[config.mk]
export PLATFORM = sky130hd
export DESIGN_NAME = lcd_clk_sequencer
export DESIGN_NICKNAME = d
export VERILOG_FILES = /design/src/rtl/lcd_clk_sequencer.sv
export SDC_FILE = /design/constraint.sdc
export NUM_CORES = 1
export LEC_CHECK = 0
export CORE_UTILIZATION = 33
export CTS_CLUSTER_DIAMETER = 60
export CTS_CLUSTER_SIZE = 10
export DETAILED_ROUTE_END_ITERATION = 8
export SLEW_MARGIN = 5
export SYNTH_ARGS = -nofsm -noshare
export SYNTH_HDL_FRONTEND = slang
export SYNTH_SLANG_ARGS = --single-unit
[constraint.sdc]
create_clock -name clock_in -period 5.5 [get_ports clock_in]
set_clock_uncertainty 0.1 [all_clocks]
set_input_delay 0.825 -clock clock_in [delete_from_list [all_inputs] [get_ports clock_in]]
set_output_delay 0.825 -clock clock_in [all_outputs]
set_load 0.05 [all_outputs]
[src/rtl/lcd_clk_sequencer.sv]
// LCD clock-domain power-up sequencer: PLL reset/lock, panel reset, wake, run.
// Define LCD_LOCK_RECOVERY_EN to re-sequence on lock loss instead of faulting.
module lcd_clk_sequencer #(
    parameter int unsigned PLL_RST_CYCLES     = 16,
    parameter int unsigned LOCK_STABLE_CYCLES = 1024,
    parameter int unsigned LOCK_TIMEOUT       = 65535,
    parameter int unsigned LCD_RST_CYCLES     = 120,
    parameter int unsigned LCD_WAKE_CYCLES    = 2400,
    parameter int unsigned MAX_RETRIES        = 3
) (
    input  logic       clock_in,
    input  logic       reset_n,
    input  logic       enable,
    input  logic       pll_locked,
    output logic       pll_resetb,
    output logic       lcd_rst_n,
    output logic       lcd_disp_en,
    output logic       ready,
    output logic       fault,
    output logic [2:0] state_o,
    output logic [7:0] lock_loss_cnt
);

    typedef enum logic [2:0] {
        S_IDLE      = 3'd0,
        S_PLL_RST   = 3'd1,
        S_WAIT_LOCK = 3'd2,
        S_LCD_RST   = 3'd3,
        S_LCD_WAKE  = 3'd4,
        S_RUN       = 3'd5,
        S_FAULT     = 3'd6
    } state_t;

    localparam logic [15:0] PLL_LIM   = 16'(PLL_RST_CYCLES);
    localparam logic [15:0] STAB_LIM  = 16'(LOCK_STABLE_CYCLES);
    localparam logic [15:0] TMO_LIM   = 16'(LOCK_TIMEOUT);
    localparam logic [15:0] LRST_LIM  = 16'(LCD_RST_CYCLES);
    localparam logic [15:0] WAKE_LIM  = 16'(LCD_WAKE_CYCLES);
    localparam logic [15:0] RETRY_LIM = 16'(MAX_RETRIES);

    state_t      state_q, state_d;
    logic        sync1_q, sync2_q;
    logic [15:0] cnt_q, cnt_d;
    logic [15:0] stab_q, stab_d;
    logic [15:0] retry_q, retry_d;
    logic [7:0]  loss_q, loss_d;
    logic        pll_resetb_q, pll_resetb_d;
    logic        lcd_rst_n_q, lcd_rst_n_d;
    logic        disp_en_q, disp_en_d;
    logic        ready_q, ready_d;
    logic        fault_q, fault_d;

    logic        lock_s;
    logic        lock_lost;
    logic [15:0] cnt_inc;
    logic [15:0] stab_inc;

    assign lock_s   = sync2_q;
    assign cnt_inc  = cnt_q + 16'd1;
    assign stab_inc = stab_q + 16'd1;

    always_comb begin
        state_d   = state_q;
        retry_d   = retry_q;
        loss_d    = loss_q;
        lock_lost = 1'b0;

        unique case (state_q)
            S_IDLE: begin
                if (enable) state_d = S_PLL_RST;
            end
            S_PLL_RST: begin
                if (!enable) state_d = S_IDLE;
                else if (cnt_inc == PLL_LIM) state_d = S_WAIT_LOCK;
            end
            S_WAIT_LOCK: begin
                // Lock wins over a timeout landing on the same cycle.
                if (!enable) begin
                    state_d = S_IDLE;
                end else if (lock_s && stab_inc == STAB_LIM) begin
                    state_d = S_LCD_RST;
                end else if (cnt_inc == TMO_LIM) begin
                    if (retry_q < RETRY_LIM) begin
                        retry_d = retry_q + 16'd1;
                        state_d = S_PLL_RST;
                    end else begin
                        state_d = S_FAULT;
                    end
                end
            end
            S_LCD_RST: begin
                if (!enable) state_d = S_IDLE;
                else if (!lock_s) lock_lost = 1'b1;
                else if (cnt_inc == LRST_LIM) state_d = S_LCD_WAKE;
            end
            S_LCD_WAKE: begin
                if (!enable) state_d = S_IDLE;
                else if (!lock_s) lock_lost = 1'b1;
                else if (cnt_inc == WAKE_LIM) state_d = S_RUN;
            end
            S_RUN: begin
                if (!enable) state_d = S_IDLE;
                else if (!lock_s) lock_lost = 1'b1;
            end
            S_FAULT: begin
                if (!enable) state_d = S_IDLE;
            end
            default: begin
                state_d = S_IDLE;
            end
        endcase

        if (lock_lost) begin
            if (loss_q != 8'hFF) loss_d = loss_q + 8'd1;
`ifdef LCD_LOCK_RECOVERY_EN
            state_d = S_PLL_RST;
            retry_d = '0;
`else
            state_d = S_FAULT;
`endif
        end

        if (state_d == S_IDLE || state_d == S_LCD_RST) retry_d = '0;

        // Phase counter restarts on every state change, retries included.
        cnt_d = (state_d != state_q) ? 16'd0 : cnt_inc;

        stab_d = '0;
        if (state_q == S_WAIT_LOCK && state_d == S_WAIT_LOCK && lock_s)
            stab_d = stab_inc;

        pll_resetb_d = 1'b0;
        lcd_rst_n_d  = 1'b0;
        disp_en_d    = 1'b0;
        ready_d      = 1'b0;
        fault_d      = 1'b0;
        unique case (state_d)
            S_WAIT_LOCK, S_LCD_RST: begin
                pll_resetb_d = 1'b1;
            end
            S_LCD_WAKE: begin
                pll_resetb_d = 1'b1;
                lcd_rst_n_d  = 1'b1;
            end
            S_RUN: begin
                pll_resetb_d = 1'b1;
                lcd_rst_n_d  = 1'b1;
                disp_en_d    = 1'b1;
                ready_d      = 1'b1;
            end
            S_FAULT: begin
                fault_d = 1'b1;
            end
            default: begin
                pll_resetb_d = 1'b0;
            end
        endcase
    end

    always_ff @(posedge clock_in or negedge reset_n) begin
        if (!reset_n) begin
            state_q      <= S_IDLE;
            sync1_q      <= 1'b0;
            sync2_q      <= 1'b0;
            cnt_q        <= '0;
            stab_q       <= '0;
            retry_q      <= '0;
            loss_q       <= '0;
            pll_resetb_q <= 1'b0;
            lcd_rst_n_q  <= 1'b0;
            disp_en_q    <= 1'b0;
            ready_q      <= 1'b0;
            fault_q      <= 1'b0;
        end else begin
            state_q      <= state_d;
            sync1_q      <= pll_locked;
            sync2_q      <= sync1_q;
            cnt_q        <= cnt_d;
            stab_q       <= stab_d;
            retry_q      <= retry_d;
            loss_q       <= loss_d;
            pll_resetb_q <= pll_resetb_d;
            lcd_rst_n_q  <= lcd_rst_n_d;
            disp_en_q    <= disp_en_d;
            ready_q      <= ready_d;
            fault_q      <= fault_d;
        end
    end

    assign pll_resetb    = pll_resetb_q;
    assign lcd_rst_n     = lcd_rst_n_q;
    assign lcd_disp_en   = disp_en_q;
    assign ready         = ready_q;
    assign fault         = fault_q;
    assign state_o       = state_q;
    assign lock_loss_cnt = loss_q;

endmodule

==> results of run 1 <==
[logic make-up (layout without fill, tap and decap cells)]
logic type      count (synthesis)  after routing
mux                             4              4
buf+inv                        36             51
flops                          65             65
compound gates                 67             67
simple gates                  175            175
xor+xnor                       41             41
fa+ha+maj                       6              6
[per-layer routing]
layer | wire length (µm) | global-route usage | up-vias
li1 | - | - | 1454
met1 | 3930 | 0.190 | 1432
met2 | 3580 | 0.213 | 54
met3 | 261 | 0.0372 | 20
met4 | 216 | 0.0631 | 0
met5 | 0 | 0 | -
[final cells by class]
cell class | instances | share of cell area
clock buffers | 9 | 0.0506
clock inverters | 7 | 0.0172
inverters | 15 | 0.0127
multi-input cells | 293 | 0.470
flip-flops and latches | 65 | 0.366
well taps | 143 | 0.0402
repair buffers | 20 | 0.0433
[final timing paths]
| check | from | end | slack [ns] | depth (start not counted) |
|---|---|---|---|---|
| max | cnt_q[4] | retry_q[6] | 1.26 | 9 |
| min | sync1_q | lock_s | 0.25 | 0 |
| max reg2reg | cnt_q[4] | retry_q[6] | 1.26 | 9 |
| min reg2reg | sync1_q | lock_s | 0.25 | 0 |
| max in group asynchronous | reset_n | cnt_q[4] | 4.19 | 2 |
| min in group asynchronous | reset_n | retry_q[13] | 0.58 | 2 |
[per-stage QoR]
step                 util  hold slack [ns]
floorplan               -            0.231
global placement    0.362            0.233
detailed placement  0.362            0.235
finish              0.388            0.246
CTS                 0.388            0.248
global route        0.388            0.251
[power breakdown]
| part | switching (mW) | internal [mW] | total [mW] |
|---|---|---|---|
| Sequential | 0.0193 | 0.491 | 0.510 |
| Combinational | 0.0615 | 0.0304 | 0.0920 |
| Clock | 0.225 | 0.354 | 0.579 |
| Total | 0.305 | 0.875 | 1.18 |
[synthesized netlist by cell type (6+ instances only)]
master / number / area [µm²]
xor2_1: 15 / 131
nand3_1: 15 / 75.1
nand4_1: 14 / 87.6
nor3_2: 10 / 100
nor3_1: 16 / 80.1
nor2_1: 37 / 139
inv_1: 15 / 56.3
dfrtp_1: 65 / 1630
nand2_1: 22 / 82.6
nor4_1: 13 / 81.3
xnor2_1: 26 / 228
a21boi_2: 8 / 90.1
buf_2: 7 / 35.0
ha_1: 6 / 75.1
o21ai_0: 9 / 45.0
a21boi_0: 7 / 52.6
[flip-flops by register name, summed over array words and instances (netlist names), 3 cells and up]
| name | count |
|---|---|
| retry_q | 16 |
| lock_loss_cnt | 8 |
| cnt_q | 16 |
| state_o | 3 |
| stab_q | 16 |
==> flow_metrics.env, run 1 <==
export IMPL_ant_nets=0
export IMPL_cp_required_ns=5.57
export IMPL_fin_crit_ns=4.24
export IMPL_diodes=0
export IMPL_core_area_mm2=0.0115
export IMPL_wl_per_cell_um=14.5
export IMPL_synth_seq_area_share=0.416
export IMPL_drv_slew=0
export IMPL_vias=2960
export IMPL_arrival_ns=4.30
export IMPL_placed_cell_area_mm2=0.00415
export IMPL_cts_repair_resized=0
export IMPL_end_kind="flop"
export IMPL_fmax_ghz=0.236
export IMPL_h_tree_depth=3
export IMPL_rsz0062_at_grt="no"
export IMPL_slowest_delay_ns=0.63
export IMPL_regArea_mm2=0.00163
export IMPL_start_util=0.341
export IMPL_synth_fa_ha_area_frac=0.0192
export IMPL_cts_tree="done"
export IMPL_cp_top_family="simple AND/OR/NAND/NOR gates"
export IMPL_dp_slack_ns=1.35
export IMPL_row_count=39
export IMPL_grt_pass1_wl_um=14200
export IMPL_cp_max_fo=16
export IMPL_drt_iter0_markers=104
export IMPL_dpl_cell_count=536
export IMPL_setup_viol=0
export IMPL_grt_antenna_before_repair=0
export IMPL_insertion_delay_ns=0.33
export IMPL_synth_fp_nets=404
export IMPL_multi_input_area_mm2=0.00209
export IMPL_port_buffers=19
export IMPL_finalNonFillerCells=552
export IMPL_cp_slowest_cell="a2111oi_0"
export IMPL_yosys_cell_types_count=70
export IMPL_critical_path_buf_inv_count=0
export IMPL_synth_xor_area_frac=0.0918
export IMPL_crit_path_start_kind="flop"
export IMPL_syn_to_final_growth_pct=13.7
export IMPL_chipWidth_um=111
export IMPL_fin_crit_sh=0.771
export IMPL_synthFlopType="dfrtp_1"
export IMPL_power_mw=1.18
export IMPL_p_leak_nw=1.76
export IMPL_synthArstFlopShare=1.00
export IMPL_hold_class="flop to flop"
export IMPL_path_cells="nand3_1 > nor4_1 > xnor2_1 > and4b_1 > nand2_1 > a2111oi_0 > a21oi_1 > mux2i_4 > a21boi_0"
export IMPL_clock_sinks=65
export IMPL_power_density_mw_per_mm2=265
export IMPL_synth_area_mm2=0.00391
export IMPL_gp_congestion=0.868
export IMPL_nets=414
export IMPL_status="complete, no violations"
export IMPL_worstSetupPathType="flop to flop"
export IMPL_grt_overflow=0
export IMPL_drc_errors=0
export IMPL_wl_um=7980
export IMPL_layout_common_cells="dfrtp_1, nor2_1, xnor2_1, nand2_1, clkdlybuf4s50_1"
export IMPL_synth_edff_count=0
export IMPL_drv_cap=0
export IMPL_fin_ws_ns=1.26
export IMPL_syn_inst=394
export IMPL_fp_dieArea_mm2=0.0123
export IMPL_detailed_place_hpwl_um=5450
export IMPL_fin_area_mm2=0.00445
export IMPL_grt_max_degree=66
export IMPL_synth_mux_area_fraction=0.0138
export IMPL_ios=20
export IMPL_slew_headroom=0.288
export IMPL_grt_pass1_vias=2912
export IMPL_yosys_area_share_simple=0.269
export IMPL_detail_route_vias_per_cell=5.36
export IMPL_die_y_um=111
export IMPL_cts_root_buf="clkbuf_16"
export IMPL_cts_made_buffers=9
export IMPL_drtPass1Iterations=4
export IMPL_grtUsageTotal=0.141
export IMPL_synth_seq_cells=65
export IMPL_synth_top_family_by_area="simple AND/OR/NAND/NOR gates"
export IMPL_fin_setup_tns_ns=0
export IMPL_clk_path_buf_depth=2
export IMPL_hold_viol=0
export IMPL_avgSynthCellArea_um2=9.93
export IMPL_cts_setup_buffers=0
export IMPL_hold_buffers=0
export IMPL_tightest_slew_ns=1.07
export IMPL_synth_compound_area_share=0.141
export IMPL_ys_warn_count=0
export IMPL_drive_gt1_frac=0.127
export IMPL_fillers=1103
export IMPL_clk_pin_slew_ns=0.06
export IMPL_ir_drop_uv=183
export IMPL_final_common_cell="dfrtp_1"
Note: power is estimated with default switching activity, not from simulation.
==> run 2: changes to the inputs <==
==> constraint.sdc (replaced) <==
create_clock -name clock_in -period 3.69 [get_ports clock_in]
set_clock_uncertainty 0.1 [all_clocks]
set_input_delay 0.5535 -clock clock_in [delete_from_list [all_inputs] [get_ports clock_in]]
set_output_delay 0.5535 -clock clock_in [all_outputs]
set_load 0.05 [all_outputs]
==> run 2 against run 1 <==
Sequential share of layout area shrank 1.6 points. First-iteration DRC count up 23%. Combinational power increased by 70%. Die area stayed put. Non-clock buffer count grew 19. Critical path depth is 2 higher. Fmax grew 25%. Global-route usage fell by 0.32 points. Critical path type unchanged. Via count up 1.1%. Largest cell class unchanged. Clock-buffer cell count stayed put. Largest power group unchanged. Register-to-register slack got worse by 0.96 ns.
==> flow_metrics.env, run 2 (same netlist as run 1, synthesis figures left out) <==
export IMPL_worst_hold_slack_ns=0.147
export IMPL_cts_tree="done"
export IMPL_ir_drop_uv=278
export IMPL_rr_worst_depth=11
export IMPL_slew_headroom=0.436
export IMPL_die_y_um=111
export IMPL_rsz0062_at_grt="no"
export IMPL_worstSetupPathType="flop to flop"
export IMPL_status="complete, no violations"
export IMPL_wl_um=8080
export IMPL_drt_iter0_markers=128
export IMPL_gp_congestion=0.880
export IMPL_cp_required_ns=3.81
export IMPL_hold_buffers=0
export IMPL_port_buffers=19
export IMPL_cts_made_buffers=9
export IMPL_clk_path_buf_depth=2
export IMPL_hold_class="input port to async pin"
export IMPL_tightest_slew_ns=0.838
export IMPL_fin_ws_ns=0.302
export IMPL_drv_slew=0
export IMPL_layout_common_cells="dfrtp_1, nor2_1, xnor2_1, nand2_1, clkdlybuf4s50_1"
export IMPL_grtUsageTotal=0.138
export IMPL_p_leak_nw=1.87
export IMPL_switching_share=0.259
export IMPL_clockPowerShare=0.490
export IMPL_drtPass1Iterations=4
export IMPL_power_density_mw_per_mm2=383
export IMPL_grt_antenna_before_repair=0
export IMPL_h_tree_depth=3
export IMPL_grt_max_degree=37
export IMPL_detail_route_vias_per_cell=5.24
export IMPL_clk_pin_slew_ns=0.06
export IMPL_setup_viol=0
export IMPL_chipWidth_um=111
export IMPL_cp_max_fo=16
export IMPL_wl_per_cell_um=14.1
export IMPL_start_util=0.341
export IMPL_ios=20
export IMPL_crit_path_start_kind="flop"
export IMPL_fin_crit_ns=3.39
export IMPL_dp_slack_ns=0.231
export IMPL_grt_overflow=0
export IMPL_fin_setup_tns_ns=0
export IMPL_syn_to_final_growth_pct=18.9
export IMPL_fmax_ghz=0.295
export IMPL_p_sw_mw=0.462
export IMPL_comb_power_share=0.087
export IMPL_vias=2994
export IMPL_end_kind="flop"
export IMPL_drive_gt1_frac=0.175
export IMPL_row_count=39
export IMPL_diodes=0
export IMPL_core_area_mm2=0.0115
export IMPL_clock_sinks=65
export IMPL_grt_pass1_vias=2951
export IMPL_drc_errors=0
export IMPL_ant_nets=0
export IMPL_fp_dieArea_mm2=0.0123
export IMPL_p_int_mw=1.32
export IMPL_p_seq_frac=0.423
export IMPL_arrival_ns=3.51
export IMPL_hold_viol=0
export IMPL_insertion_delay_ns=0.34
export IMPL_nets=433
export IMPL_cts_root_buf="clkbuf_16"
export IMPL_grt_pass1_wl_um=13900
export IMPL_detailed_place_hpwl_um=5750
export IMPL_final_common_cell="dfrtp_1"
export IMPL_fillers=1133
export IMPL_fin_crit_sh=0.918
export IMPL_top_regs="cnt_q x16, retry_q x16, stab_q x16"
export IMPL_drv_cap=0
==> run 2: changes by cell type in the layout (fill, tap and decap cells not counted), sizes merged <==
| cell | change |
|---|---|
| buf | +19 |
| clkinv | +1 |
| clkinvlp | -1 |
==> run 2: path summary, 6_finish.rpt <==
| path | startpoint | endpoint | slack, ns |
|---|---|---|---|
| min in group clock_in | sync1_q | lock_s | 0.25 |
| max | stab_q[0] | cnt_q[11] | 0.30 |
| max reg2reg | stab_q[0] | cnt_q[11] | 0.30 |
| min reg2reg | sync1_q | lock_s | 0.25 |
| max in group asynchronous | reset_n | cnt_q[11] | 2.43 |
| min | reset_n | retry_q[15] | 0.15 |
==> run 2: through the flow <==
step | instances | utilization | instance area [µm²] | total power, mW
after global placement | 553 | 0.375 | 4300 | 0.922
final | 571 | 0.406 | 4650 | 1.78
after floorplan | 394 | - | 3910 | 0.860
after global routing | 571 | 0.406 | 4650 | 1.85
after CTS | 569 | 0.402 | 4610 | 1.81
after detailed placement | 553 | 0.375 | 4300 | 0.925
==> run 2: repair_timing <==
action / CTS / global route
endpoints found under the setup margin: 0 / 50
resized for setup: 0 / 7
setup buffers: 0 / 2
==> run 2: power by group through the flow <==
stage	clock network (mW)	registers, mW	logic [mW]
2_1_floorplan	0	0.798	0.0613
3_3_place_gp	0	0.766	0.156
3_5_place_dp	0	0.767	0.158
4_1_cts	0.893	0.754	0.159
5_1_grt	0.918	0.758	0.170
6_report	0.873	0.754	0.156
==> run 2: cell type report <==
| type | count | area (µm²) | share of cell area |
|---|---|---|---|
| tap | 143 | 179 | 0.0385 |
| timing repair buffer | 39 | 364 | 0.0783 |
| clock buffer | 9 | 225 | 0.0484 |
| inverter | 15 | 56.3 | 0.0121 |
| sequential | 65 | 1630 | 0.350 |
| clock inverter | 7 | 83.8 | 0.0180 |
| multi-input combinational | 293 | 2120 | 0.455 |
==> run 2: metal layers <==
layer	routed length, µm	global-route usage	share of wire	up-vias
met1	3860	0.177	0.48	1434
met5	0	0	0	-
met4	160	0.0551	0.020	0
met2	3790	0.224	0.47	51
li1	-	-	-	1493
met3	272	0.0334	0.034	16
==> run 2: critical path, stage by stage, from the launching register on <==
cell and delay, ns:
dfrtp_1 0.43, ha_1 0.25, nand4_1 0.25, o21ai_0 0.24, nand4b_1 0.11, a221o_1 0.33, or4_1 0.63, a21o_1 0.27
nand2b_1 0.11, a21oi_2 0.05, buf_4 0.23, nor3b_1 0.27
==> run 3: changes to the inputs <==
--- a/config.mk
+++ b/config.mk
@@ -9,6 +9,7 @@
 export CTS_CLUSTER_DIAMETER = 60
 export CTS_CLUSTER_SIZE = 10
 export DETAILED_ROUTE_END_ITERATION = 8
+export REMOVE_ABC_BUFFERS = 1
 export SLEW_MARGIN = 5
 export SYNTH_ARGS = -nofsm -noshare
 export SYNTH_HDL_FRONTEND = slang
==> run 3 against run 2 <==
Register-to-register slack got worse by 0.09 ns. Die area is the same. Hold slack got worse by 0.062 ns. Sequential share of layout area shrank 0.24 points. Global-route usage grew 0.78 points. Critical path depth up 1. Combinational power fell by 5%. Final area grew 0.78%. Clock-buffer cell count is 2 higher. Non-clock buffer count rose by 1. Final cell count is 0.18% higher. Largest power group unchanged. Highest routed layer unchanged.
==> flow_metrics.env, run 3 (same netlist as run 1, synthesis figures left out) <==
export IMPL_status="complete, no violations"
export IMPL_grt_pass1_vias=2951
export IMPL_clk_pin_slew_ns=0.06
export IMPL_fmax_ghz=0.288
export IMPL_slew_headroom=0.450
export IMPL_fin_crit_ns=3.47
export IMPL_drt_iter0_markers=169
export IMPL_drv_slew=0
export IMPL_placed_cell_area_mm2=0.00434
export IMPL_grt_overflow=0
export IMPL_wl_um=8680
export IMPL_crit_path_start_kind="flop"
export IMPL_power_density_mw_per_mm2=385
export IMPL_cp_required_ns=3.80
export IMPL_fp_dieArea_mm2=0.0123
export IMPL_insertion_delay_ns=0.34
export IMPL_worst_hold_slack_ns=0.0849
export IMPL_drtPass1Iterations=4
export IMPL_grtUsageTotal=0.146
export IMPL_ir_drop_uv=421
export IMPL_port_buffers=19
export IMPL_drv_cap=0
export IMPL_ant_nets=0
export IMPL_drive_gt1_frac=0.179
export IMPL_diodes=0
export IMPL_end_kind="flop"
export IMPL_rr_worst_depth=12
export IMPL_row_count=39
export IMPL_p_leak_nw=1.87
export IMPL_fin_area_mm2=0.00469
export IMPL_path_cells="ha_1 > nand4_1 > buf_4 > nor3_1 > nand4b_1 > a221o_1 > or4_1 > nand2_1 > a2bb2oi_4 > and2b_1 > buf_12 > a21boi_0"
export IMPL_r2r_end="retry_q[3]"
export IMPL_fin_setup_tns_ns=0
export IMPL_finalNonFillerCells=572
export IMPL_fin_crit_sh=0.941
export IMPL_cp_slowest_cell="or4_1"
export IMPL_cp_top_family="simple AND/OR/NAND/NOR gates"
export IMPL_clock_sinks=65
export IMPL_clk_path_buf_depth=2
export IMPL_arrival_ns=3.59
export IMPL_cts_made_buffers=9
export IMPL_tightest_slew_ns=0.818
export IMPL_dpl_cell_count=555
export IMPL_syn_to_final_growth_pct=19.8
export IMPL_wl_per_cell_um=15.2
export IMPL_vias=3034
export IMPL_cts_tree="done"
export IMPL_grt_pass1_wl_um=14400
export IMPL_grt_max_degree=47
export IMPL_die_y_um=111
export IMPL_ios=20
export IMPL_cts_root_buf="clkbuf_16"
export IMPL_core_area_mm2=0.0115
export IMPL_chipWidth_um=111
export IMPL_r2r_start="stab_q[0]"
export IMPL_grt_antenna_before_repair=0
export IMPL_top_regs="cnt_q x16, retry_q x16, stab_q x16"
export IMPL_drc_errors=0
export IMPL_fillers=1088
export IMPL_final_common_cell="dfrtp_1"
export IMPL_power_mw=1.80
export IMPL_layout_common_cells="dfrtp_1, nor2_1, xnor2_1, nand2_1, clkdlybuf4s50_1"
export IMPL_worstSetupPathType="flop to flop"
export IMPL_hold_viol=0
export IMPL_rsz0062_at_grt="no"
export IMPL_critical_path_buf_inv_count=2
export IMPL_gp_congestion=0.827
export IMPL_start_util=0.341
export IMPL_rrSetupSlack_ns=0.22
export IMPL_h_tree_depth=3
export IMPL_hold_class="input port to async pin"
export IMPL_nets=434
export IMPL_detailed_place_hpwl_um=5940
export IMPL_setup_viol=0
export IMPL_slowest_delay_ns=0.64
export IMPL_detail_route_vias_per_cell=5.30
export IMPL_cp_max_fo=16
-- run 3: worst max path at each step --
stage,slack (ns),startpoint,to,depth (start not counted)
after floorplan,0.23,cnt_q[4],retry_q[3],9
after global placement,0.21,cnt_q[0],retry_q[3],12
after detailed placement,0.14,cnt_q[0],stab_q[15],11
after CTS,0.12,cnt_q[0],retry_q[3],12
after global routing,0.001,cnt_q[0],retry_q[6],12
final,0.22,stab_q[0],retry_q[3],12
-- run 3: layout make-up --
class	count	area (µm²)	share of cell area
clock inverters	5	62.6	0.0133
well taps	143	179	0.0382
flip-flops and latches	65	1630	0.347
repair buffers	40	393	0.0838
inverters	15	56.3	0.0120
multi-input cells	293	2120	0.452
clock buffers	11	253	0.0539
-- run 3: what timing repair did --
action / in CTS / in global routing
setup endpoints to repair: 0 / 32
setup buffers: 0 / 1
gates resized for setup: 0 / 7
hold buffers: 0 / 0
-- run 3: where the power goes --
part           switching (mW)  leakage [nW]  internal [mW]
sequential             0.0296         0.895          0.731
combinational          0.0952         0.829         0.0531
clock                   0.332         0.148          0.563
total                   0.457          1.87           1.35
-- run 3: routing by layer --
metal  wire [µm]  track usage  vias up
met5           0            0        -
met2        4130        0.229       62
met3         340       0.0361       11
met1        4060        0.191     1465
li1            -            -     1496
met4         142       0.0640        0
-- run 3: worst reg2reg max path, cell delays in order, from the launching register on --
cell	delay, ns
dfrtp_2	0.45
ha_1	0.27
nand4_1	0.19
buf_4	0.16
nor3_1	0.03
nand4b_1	0.17
a221o_1	0.38
or4_1	0.64
nand2_1	0.20
a2bb2oi_4	0.25
and2b_1	0.25
buf_12	0.18
a21boi_0	0.10
-- run 3: through the flow --
stage	setup slack, ns	util
3_3_place_gp	0.209	0.379
3_5_place_dp	0.136	0.379
4_1_cts	0.117	0.406
5_1_grt	0.00134	0.409
2_1_floorplan	0.234	-
6_report	0.216	0.409
